**config.mk**
```make
export PLATFORM = sky130hd
export DESIGN_NAME = pkt_buf_reader
export DESIGN_NICKNAME = d
export VERILOG_FILES = /design/src/rtl/pkt_buf_pkg.sv /design/src/rtl/byte_fifo.sv /design/src/rtl/pkt_buf_reader.sv
export SDC_FILE = /design/constraint.sdc
export NUM_CORES = 1
export LEC_CHECK = 0
export CAP_MARGIN = 20
export CORE_MARGIN = 2
export CORE_UTILIZATION = 45
export DETAILED_ROUTE_END_ITERATION = 7
export PLACE_DENSITY = 0.63
export SYNTH_ARGS = -nofsm -noshare
export SYNTH_HDL_FRONTEND = slang
export SYNTH_SLANG_ARGS = --single-unit
export TNS_END_PERCENT = 30
```
**constraint.sdc**
```tcl
create_clock -name clk -period 3.35 [get_ports clk]
set_clock_uncertainty 0.2 [all_clocks]
set_input_delay 0.67 -clock clk [delete_from_list [all_inputs] [get_ports clk]]
set_output_delay 0.67 -clock clk [all_outputs]
set_load 0.02 [all_outputs]
```
**src/rtl/pkt_buf_pkg.sv**
```systemverilog
// Shared types and constants for the packet sample buffer read path.
package pkt_buf_pkg;

   localparam int unsigned FIFO_DEPTH_DEFAULT = 4;
   localparam int unsigned BYTE_W             = 8;

   typedef enum logic [1:0] {
      ST_IDLE  = 2'd0,
      ST_READ  = 2'd1,
      ST_DRAIN = 2'd2,
      ST_DONE  = 2'd3
   } state_t;

   // One buffered stream beat: byte plus end-of-request marker.
   typedef struct packed {
      logic              last;
      logic [BYTE_W-1:0] data;
   } fifo_entry_t;

endpackage

```
**src/rtl/byte_fifo.sv**
```systemverilog
// Small shift-register FIFO of stream beats; entry 0 is always the head, so the
// head data, valid and count all come straight from flops.
module byte_fifo
   import pkt_buf_pkg::*;
#(
   parameter int unsigned DEPTH = FIFO_DEPTH_DEFAULT,
   localparam int unsigned CW   = $clog2(DEPTH + 1)
) (
   input  logic          clk,
   input  logic          reset,
   input  logic          i_push,
   input  fifo_entry_t   i_wdata,
   input  logic          i_pop,
   output fifo_entry_t   o_head,
   output logic          o_valid,
   output logic [CW-1:0] o_count
);

   localparam int unsigned IW = (DEPTH > 1) ? $clog2(DEPTH) : 1;

   fifo_entry_t   r_mem [DEPTH];
   logic [CW-1:0] r_count;
   logic          r_valid;

   logic          w_pop;
   logic          w_push;
   logic [CW-1:0] w_count_nxt;
   logic [IW-1:0] w_wr_idx;

   assign w_pop       = i_pop && r_valid;
   assign w_push      = i_push && ((r_count < CW'(DEPTH)) || w_pop);
   assign w_count_nxt = r_count + CW'(w_push) - CW'(w_pop);
   // A simultaneous pop shifts everything down, so the write slot moves with it.
   assign w_wr_idx    = IW'(r_count - CW'(w_pop));

   always_ff @(posedge clk) begin
      if (w_pop) begin
         for (int i = 0; i < int'(DEPTH) - 1; i++) begin
            r_mem[i] <= r_mem[i+1];
         end
      end
      if (w_push) begin
         r_mem[w_wr_idx] <= i_wdata;
      end
   end

   always_ff @(posedge clk) begin
      if (reset) begin
         r_count <= '0;
         r_valid <= 1'b0;
      end else begin
         r_count <= w_count_nxt;
         r_valid <= (w_count_nxt != '0);
      end
   end

   assign o_head  = r_mem[0];
   assign o_valid = r_valid;
   assign o_count = r_count;

endmodule

```
**src/rtl/pkt_buf_reader.sv**
```systemverilog
// Read-side sequencer for the packet sample buffer: walks one RAM bank and
// streams the bytes out as valid/ready beats with a last marker.
module pkt_buf_reader
   import pkt_buf_pkg::*;
#(
   parameter int unsigned ADDR_W     = 14,
   parameter int unsigned FIFO_DEPTH = FIFO_DEPTH_DEFAULT
) (
   input  logic              clk,
   input  logic              reset,
   input  logic              start,
   input  logic              bank,
   input  logic [ADDR_W-1:0] len,
   output logic [ADDR_W-1:0] ram_addr,
   input  logic [7:0]        ram_data,
   output logic [7:0]        out_data,
   output logic              out_valid,
   input  logic              out_ready,
   output logic              out_last,
   output logic              busy,
   output logic              done,
   output logic              start_err
);

   localparam int unsigned OFF_W = ADDR_W - 1;
   localparam int unsigned BANK  = 1 << OFF_W;
   localparam int unsigned CW    = $clog2(FIFO_DEPTH + 1);
   localparam int unsigned SW    = CW + 1;

   state_t            r_state;
   logic [ADDR_W-1:0] r_ram_addr;
   logic [OFF_W-1:0]  r_offset;
   logic [ADDR_W-1:0] r_len_q;
   logic              r_bank_q;
   logic              r_all_issued;
   logic              r_v1;
   logic              r_l1;
   logic              r_v2;
   logic              r_l2;
   logic              r_busy;
   logic              r_done;
   logic              r_start_err;

   logic [ADDR_W-1:0] w_len_c;
   logic [1:0]        w_inflight;
   logic [CW-1:0]     w_fifo_count;
   logic              w_fifo_valid;
   fifo_entry_t       w_head;
   fifo_entry_t       w_wdata;
   logic              w_pop;
   logic              w_room;
   logic              w_is_last;
   logic              w_drain_done;

   assign w_len_c    = (len > ADDR_W'(BANK)) ? ADDR_W'(BANK) : len;
   // r_v1: address on the RAM port this cycle; r_v2: its data is on ram_data now.
   assign w_inflight = {1'b0, r_v1} + {1'b0, r_v2};
   assign w_pop      = w_fifo_valid && out_ready;
   assign w_room     = (SW'(w_fifo_count) + SW'(w_inflight)) < SW'(FIFO_DEPTH);
   assign w_is_last  = (ADDR_W'(r_offset) == (r_len_q - ADDR_W'(1)));
   // Leave DRAIN on the edge that pops the final byte so done lands one cycle later.
   assign w_drain_done = (w_inflight == 2'd0) &&
                         ((w_fifo_count == '0) || ((w_fifo_count == CW'(1)) && w_pop));
   assign w_wdata    = '{last: r_l2, data: ram_data};

   always_ff @(posedge clk) begin
      if (reset) begin
         r_state      <= ST_IDLE;
         r_ram_addr   <= '0;
         r_offset     <= '0;
         r_len_q      <= '0;
         r_bank_q     <= 1'b0;
         r_all_issued <= 1'b0;
         r_v1         <= 1'b0;
         r_l1         <= 1'b0;
         r_v2         <= 1'b0;
         r_l2         <= 1'b0;
         r_busy       <= 1'b0;
         r_done       <= 1'b0;
         r_start_err  <= 1'b0;
      end else begin
         r_done      <= 1'b0;
         r_v1        <= 1'b0;
         r_l1        <= 1'b0;
         r_v2        <= r_v1;
         r_l2        <= r_l1;
         r_start_err <= start && (r_state != ST_IDLE);

         case (r_state)
            ST_IDLE: begin
               if (start) begin
                  r_bank_q <= bank;
                  r_len_q  <= w_len_c;
                  if (w_len_c == '0) begin
                     r_state <= ST_DONE;
                     r_done  <= 1'b1;
                  end else begin
                     // First read goes out with the accept to hit cycle-1 addressing.
                     r_state      <= ST_READ;
                     r_busy       <= 1'b1;
                     r_ram_addr   <= {bank, OFF_W'(0)};
                     r_v1         <= 1'b1;
                     r_l1         <= (w_len_c == ADDR_W'(1));
                     r_all_issued <= (w_len_c == ADDR_W'(1));
                     r_offset     <= (w_len_c == ADDR_W'(1)) ? OFF_W'(0) : OFF_W'(1);
                  end
               end
            end

            ST_READ: begin
               if (r_all_issued) begin
                  r_state <= ST_DRAIN;
               end else if (w_room) begin
                  r_ram_addr <= {r_bank_q, r_offset};
                  r_v1       <= 1'b1;
                  r_l1       <= w_is_last;
                  if (w_is_last) begin
                     r_all_issued <= 1'b1;
                  end else begin
                     r_offset <= r_offset + OFF_W'(1);
                  end
               end
            end

            ST_DRAIN: begin
               if (w_drain_done) begin
                  r_state      <= ST_DONE;
                  r_busy       <= 1'b0;
                  r_done       <= 1'b1;
                  r_all_issued <= 1'b0;
               end
            end

            ST_DONE: begin
               r_state <= ST_IDLE;
            end

            default: begin
               r_state <= ST_IDLE;
            end
         endcase
      end
   end

   byte_fifo #(
      .DEPTH (FIFO_DEPTH)
   ) u_fifo (
      .clk     (clk),
      .reset   (reset),
      .i_push  (r_v2),
      .i_wdata (w_wdata),
      .i_pop   (out_ready),
      .o_head  (w_head),
      .o_valid (w_fifo_valid),
      .o_count (w_fifo_count)
   );

   assign ram_addr  = r_ram_addr;
   assign out_data  = w_head.data;
   assign out_last  = w_head.last;
   assign out_valid = w_fifo_valid;
   assign busy      = r_busy;
   assign done      = r_done;
   assign start_err = r_start_err;

endmodule

```
==> metrics.sh <==
CTS_BUFFER_DEPTH=2
SEQ_AREA_FRAC_SYNTH=0.498
GRT_REMAINING_OVERFLOW=0
INITIAL_UTILIZATION=0.459
YOSYS.CELL_COUNT.TOP_TYPE='sky130_fd_sc_hd__dfxtp_1'
MAPPEDNETLISTAREA_SQ_UM=4420
CLKTRANSATPATHREGS_NS=0.10
ANTENNA_LEFT=0
SETUP_VIOLATIONS=0
SYN_TO_FINAL_GROWTH_PCT=21.1
SYNTH_TOP_AREA_FRAC=0.254
CELLPOWERDENSITY_nW_PER_UM2=658
MAX_CAP_VIOL_COUNT=0
CRITICAL_PATH_ARRIVAL_NS=3.14
SYN_INST=416
GLOBAL_ROUTE.USAGE.TOTAL=0.187
REPORT.FINAL.SLEW_VIOL_COUNT=0
POST-SYNTH-TOP-AREA-CELL='sky130_fd_sc_hd__dfxtp_1'
GR-USAGE-MET3=0.0441
GRT_PASS1_WL_MICRONS=15400
CRITPATHKIND='reg -> reg'
CTS_HOLD_REPAIR.BUFFERS=0
VIA_COUNT=3316
FIN_CRIT_NS=3.03
SYNTH-EDFF-COUNT=36
CTS_POST_SETUP_BUFFERS_INSERTED=0
FP_ROWS=36
FIN_CELLS=618
TRITONCTS_NUM_SINKS=92
CTS.REPAIR.RESIZED=0
SYNTH_SEQ_CELLS=92
TIMING.FINAL.CRIT_SHARE=0.906
GRT_USE_MET1=0.233
GR-USAGE-MET2=0.323
DIE_WIDTH_MICRONS=103
FIRSTDRTPASSITERS=4
NUMBER_OF_ANTENNA_VIOLATIONS_AT_THE_FIRST_CHECK_IN_GLOBAL_ROUTING=0
FINAL_NETS=519
CRITICAL_PATH.STARTPOINT_TYPE='register'
ROUTE.DETAILED.DRC=0
FMAX_GHz=0.330
POST_SYNTH_CELL_TYPES=55
ANTENNADIODECOUNT=0
WORSTMARGINPINSLEW_NS=0.589
MAXIMUM_VDD_DROP_mV=0.256
CP-END-KIND='register'
DRIVE_GT1_FRAC=0.169
SYNTH_TOP_CELLS_BY_COUNT='56 x sky130_fd_sc_hd__dfxtp_1, 45 x sky130_fd_sc_hd__nor2_1, 36 x sky130_fd_sc_hd__edfxtp_1'
VIA_CELL_RATIO=5.37
PLACE.DETAILED.INSTANCES=602
POST_DETAILED_ROUTE_WIRELENGTH_PER_CELL_MICRONS=14.9
WORST-ENDPOINT-REQUIRED_NS=3.45
ASYNC_FLOP_SHARE=0
YOSYS-TOP-CELLS-AREA='sky130_fd_sc_hd__dfxtp_1 25%, sky130_fd_sc_hd__edfxtp_1 24%, sky130_fd_sc_hd__mux2_2 6.9%'
CTS-HTREE-LEVELS=3
PLACE_WORST_SETUP_SLACK_NS=0.127
POSTSYNTHAREAPERCELL_SQ_UM=10.6
FP.COREAREA_SQ_UM=9640
CTS_BUF_COUNT=9
STATUS='finished clean'
DIE_AREA_SQ_UM=10600
ROUTE.FINAL.WIRE_LENGTH_MICRONS=9210
CTS.ROOT.BUFFER_CELL='sky130_fd_sc_hd__clkbuf_8'
DRT_ITER0_MARKERS=105
WORSTSKEWPAIRLATENCY_NS=0.36
FINAL_TOTAL_NEGATIVE_SETUP_SLACK_NS=0
GRT_MOST_USED_LAYER='met2'
WHS_NS=0.254
SYNTHESIS_WARNINGS=0
HOLD_VIOL=0
TIMING.FINAL.WS_SETUP_NS=0.315
TRITONCTS='yes'
FIRST_GLOBAL_VIAS=3299
GRT_START_MAX_NET_PINS=33
DOMINANTREGCELLSYNTH='sky130_fd_sc_hd__dfxtp_1'
LAYOUT.FILLER_CELLS=875
FLOORPLAN.DIE.HEIGHT_MICRONS=103
WORST-PATH-MAX-FANOUT=18
NUMPORTBUFFERS=53
PLACE.DETAILED.HPWL_MICRONS=6800
IOS=54
HOLDCRITPATHCLASS='reg -> reg'
SLEW_HEADROOM=0.604
PLACE_CONGESTION=0.840
RSZ0062_AT_GRT='false'
SYN-NUM-NETS=455
LEAKAGE_nW=1.92
==> kinds of logic (layout without fill, tap and decap cells) <==
logic type,after synthesis,count (layout),synth area share
AO/OA/AOI/OAI,78,78,0.125
XOR/XNOR,21,21,0.0416
adder cells (fa/ha/maj),12,12,0.0357
buffers and inverters,38,107,0.0368
flip-flops,92,92,0.498
multiplexers,39,39,0.0960
AND/OR/NAND/NOR,136,136,0.167
==> worst max-delay path: stages (launching register included) <==
cell	delay (ns)
sky130_fd_sc_hd__dfxtp_1	0.36
sky130_fd_sc_hd__inv_1	0.07
sky130_fd_sc_hd__ha_1	0.18
sky130_fd_sc_hd__or4b_4	0.51
sky130_fd_sc_hd__nor4_1	0.33
sky130_fd_sc_hd__xnor2_1	0.22
sky130_fd_sc_hd__a2111oi_4	0.09
sky130_fd_sc_hd__and3_1	0.17
sky130_fd_sc_hd__buf_4	0.19
sky130_fd_sc_hd__or4_1	0.53
sky130_fd_sc_hd__a21oi_2	0.14
==> worst paths after layout <==
kind,start,end,slack (ns),cells past startpoint
max,r_len_q[1],r_offset[12],0.32,10
max reg2reg,r_len_q[1],r_offset[12],0.32,10
min reg2reg,r_l1,r_l2,0.25,1
min,r_l1,r_l2,0.25,1
==> placed cells by master, fill, tap and decap left out, drive strengths merged, types with 2 or more instances in the layout <==
master,count
nor3,6
a31oi,3
o211ai,2
a22oi,7
mux2i,12
or4,5
nor2,45
or2,4
nand4,7
clkinvlp,2
a211oi,5
dfxtp,56
xnor2,12
nand2,21
clkdlybuf4s50,53
a311oi,4
o21ai,8
nor2b,3
mux2,27
nor3b,12
a21oi,33
xor2,9
or3,5
clkbuf,9
inv,26
nor4,7
and3,5
o31ai,4
ha,11
nand3,12
buf,17
edfxtp,36
==> layout make-up <==
| class | count | area (sq um) | share of cell area |
|---|---|---|---|
| sequential | 92 | 2200 | 0.411 |
| multi-input combinational | 286 | 2060 | 0.385 |
| timing repair buffer | 70 | 658 | 0.123 |
| tap | 133 | 166 | 0.0311 |
| clock buffer | 9 | 124 | 0.0231 |
| inverter | 21 | 78.8 | 0.0147 |
| clock inverter | 7 | 63.8 | 0.0119 |
==> report_power, final <==
part | leakage (nW) | internal (mW) | total [mW] | switching, mW
clock | 0.0907 | 0.288 | 0.715 | 0.427
combinational | 1.04 | 0.588 | 1.35 | 0.761
sequential | 0.787 | 1.36 | 1.46 | 0.0976
==> through the flow <==
stage / utilization / cell area (sq um) / power [mW]
floorplan: - / 4420 / 2.39
global placement: 0.536 / 5170 / 2.81
detailed placement: 0.536 / 5170 / 2.83
CTS: 0.556 / 5360 / 3.55
global route: 0.556 / 5360 / 3.75
finish: 0.556 / 5360 / 3.52
==> layer usage <==
layer,wire (microns),up-vias
li1,-,1648
met1,4160,1612
met2,4610,50
met3,343,6
met4,93,0
met5,0,-
==> flip-flops by register name, summed over array words and instances (netlist names) <==
name            cells
busy                1
u_fifo.r_mem       36
r_state             2
u_fifo.o_valid      1
u_fifo.o_count      3
r_offset           13
r_l2                1
ram_addr           14
done                1
r_v1                1
start_err           1
r_v2                1
r_l1                1
r_bank_q            1
r_all_issued        1
r_len_q            14
Power figures use the tool's default switching activity.
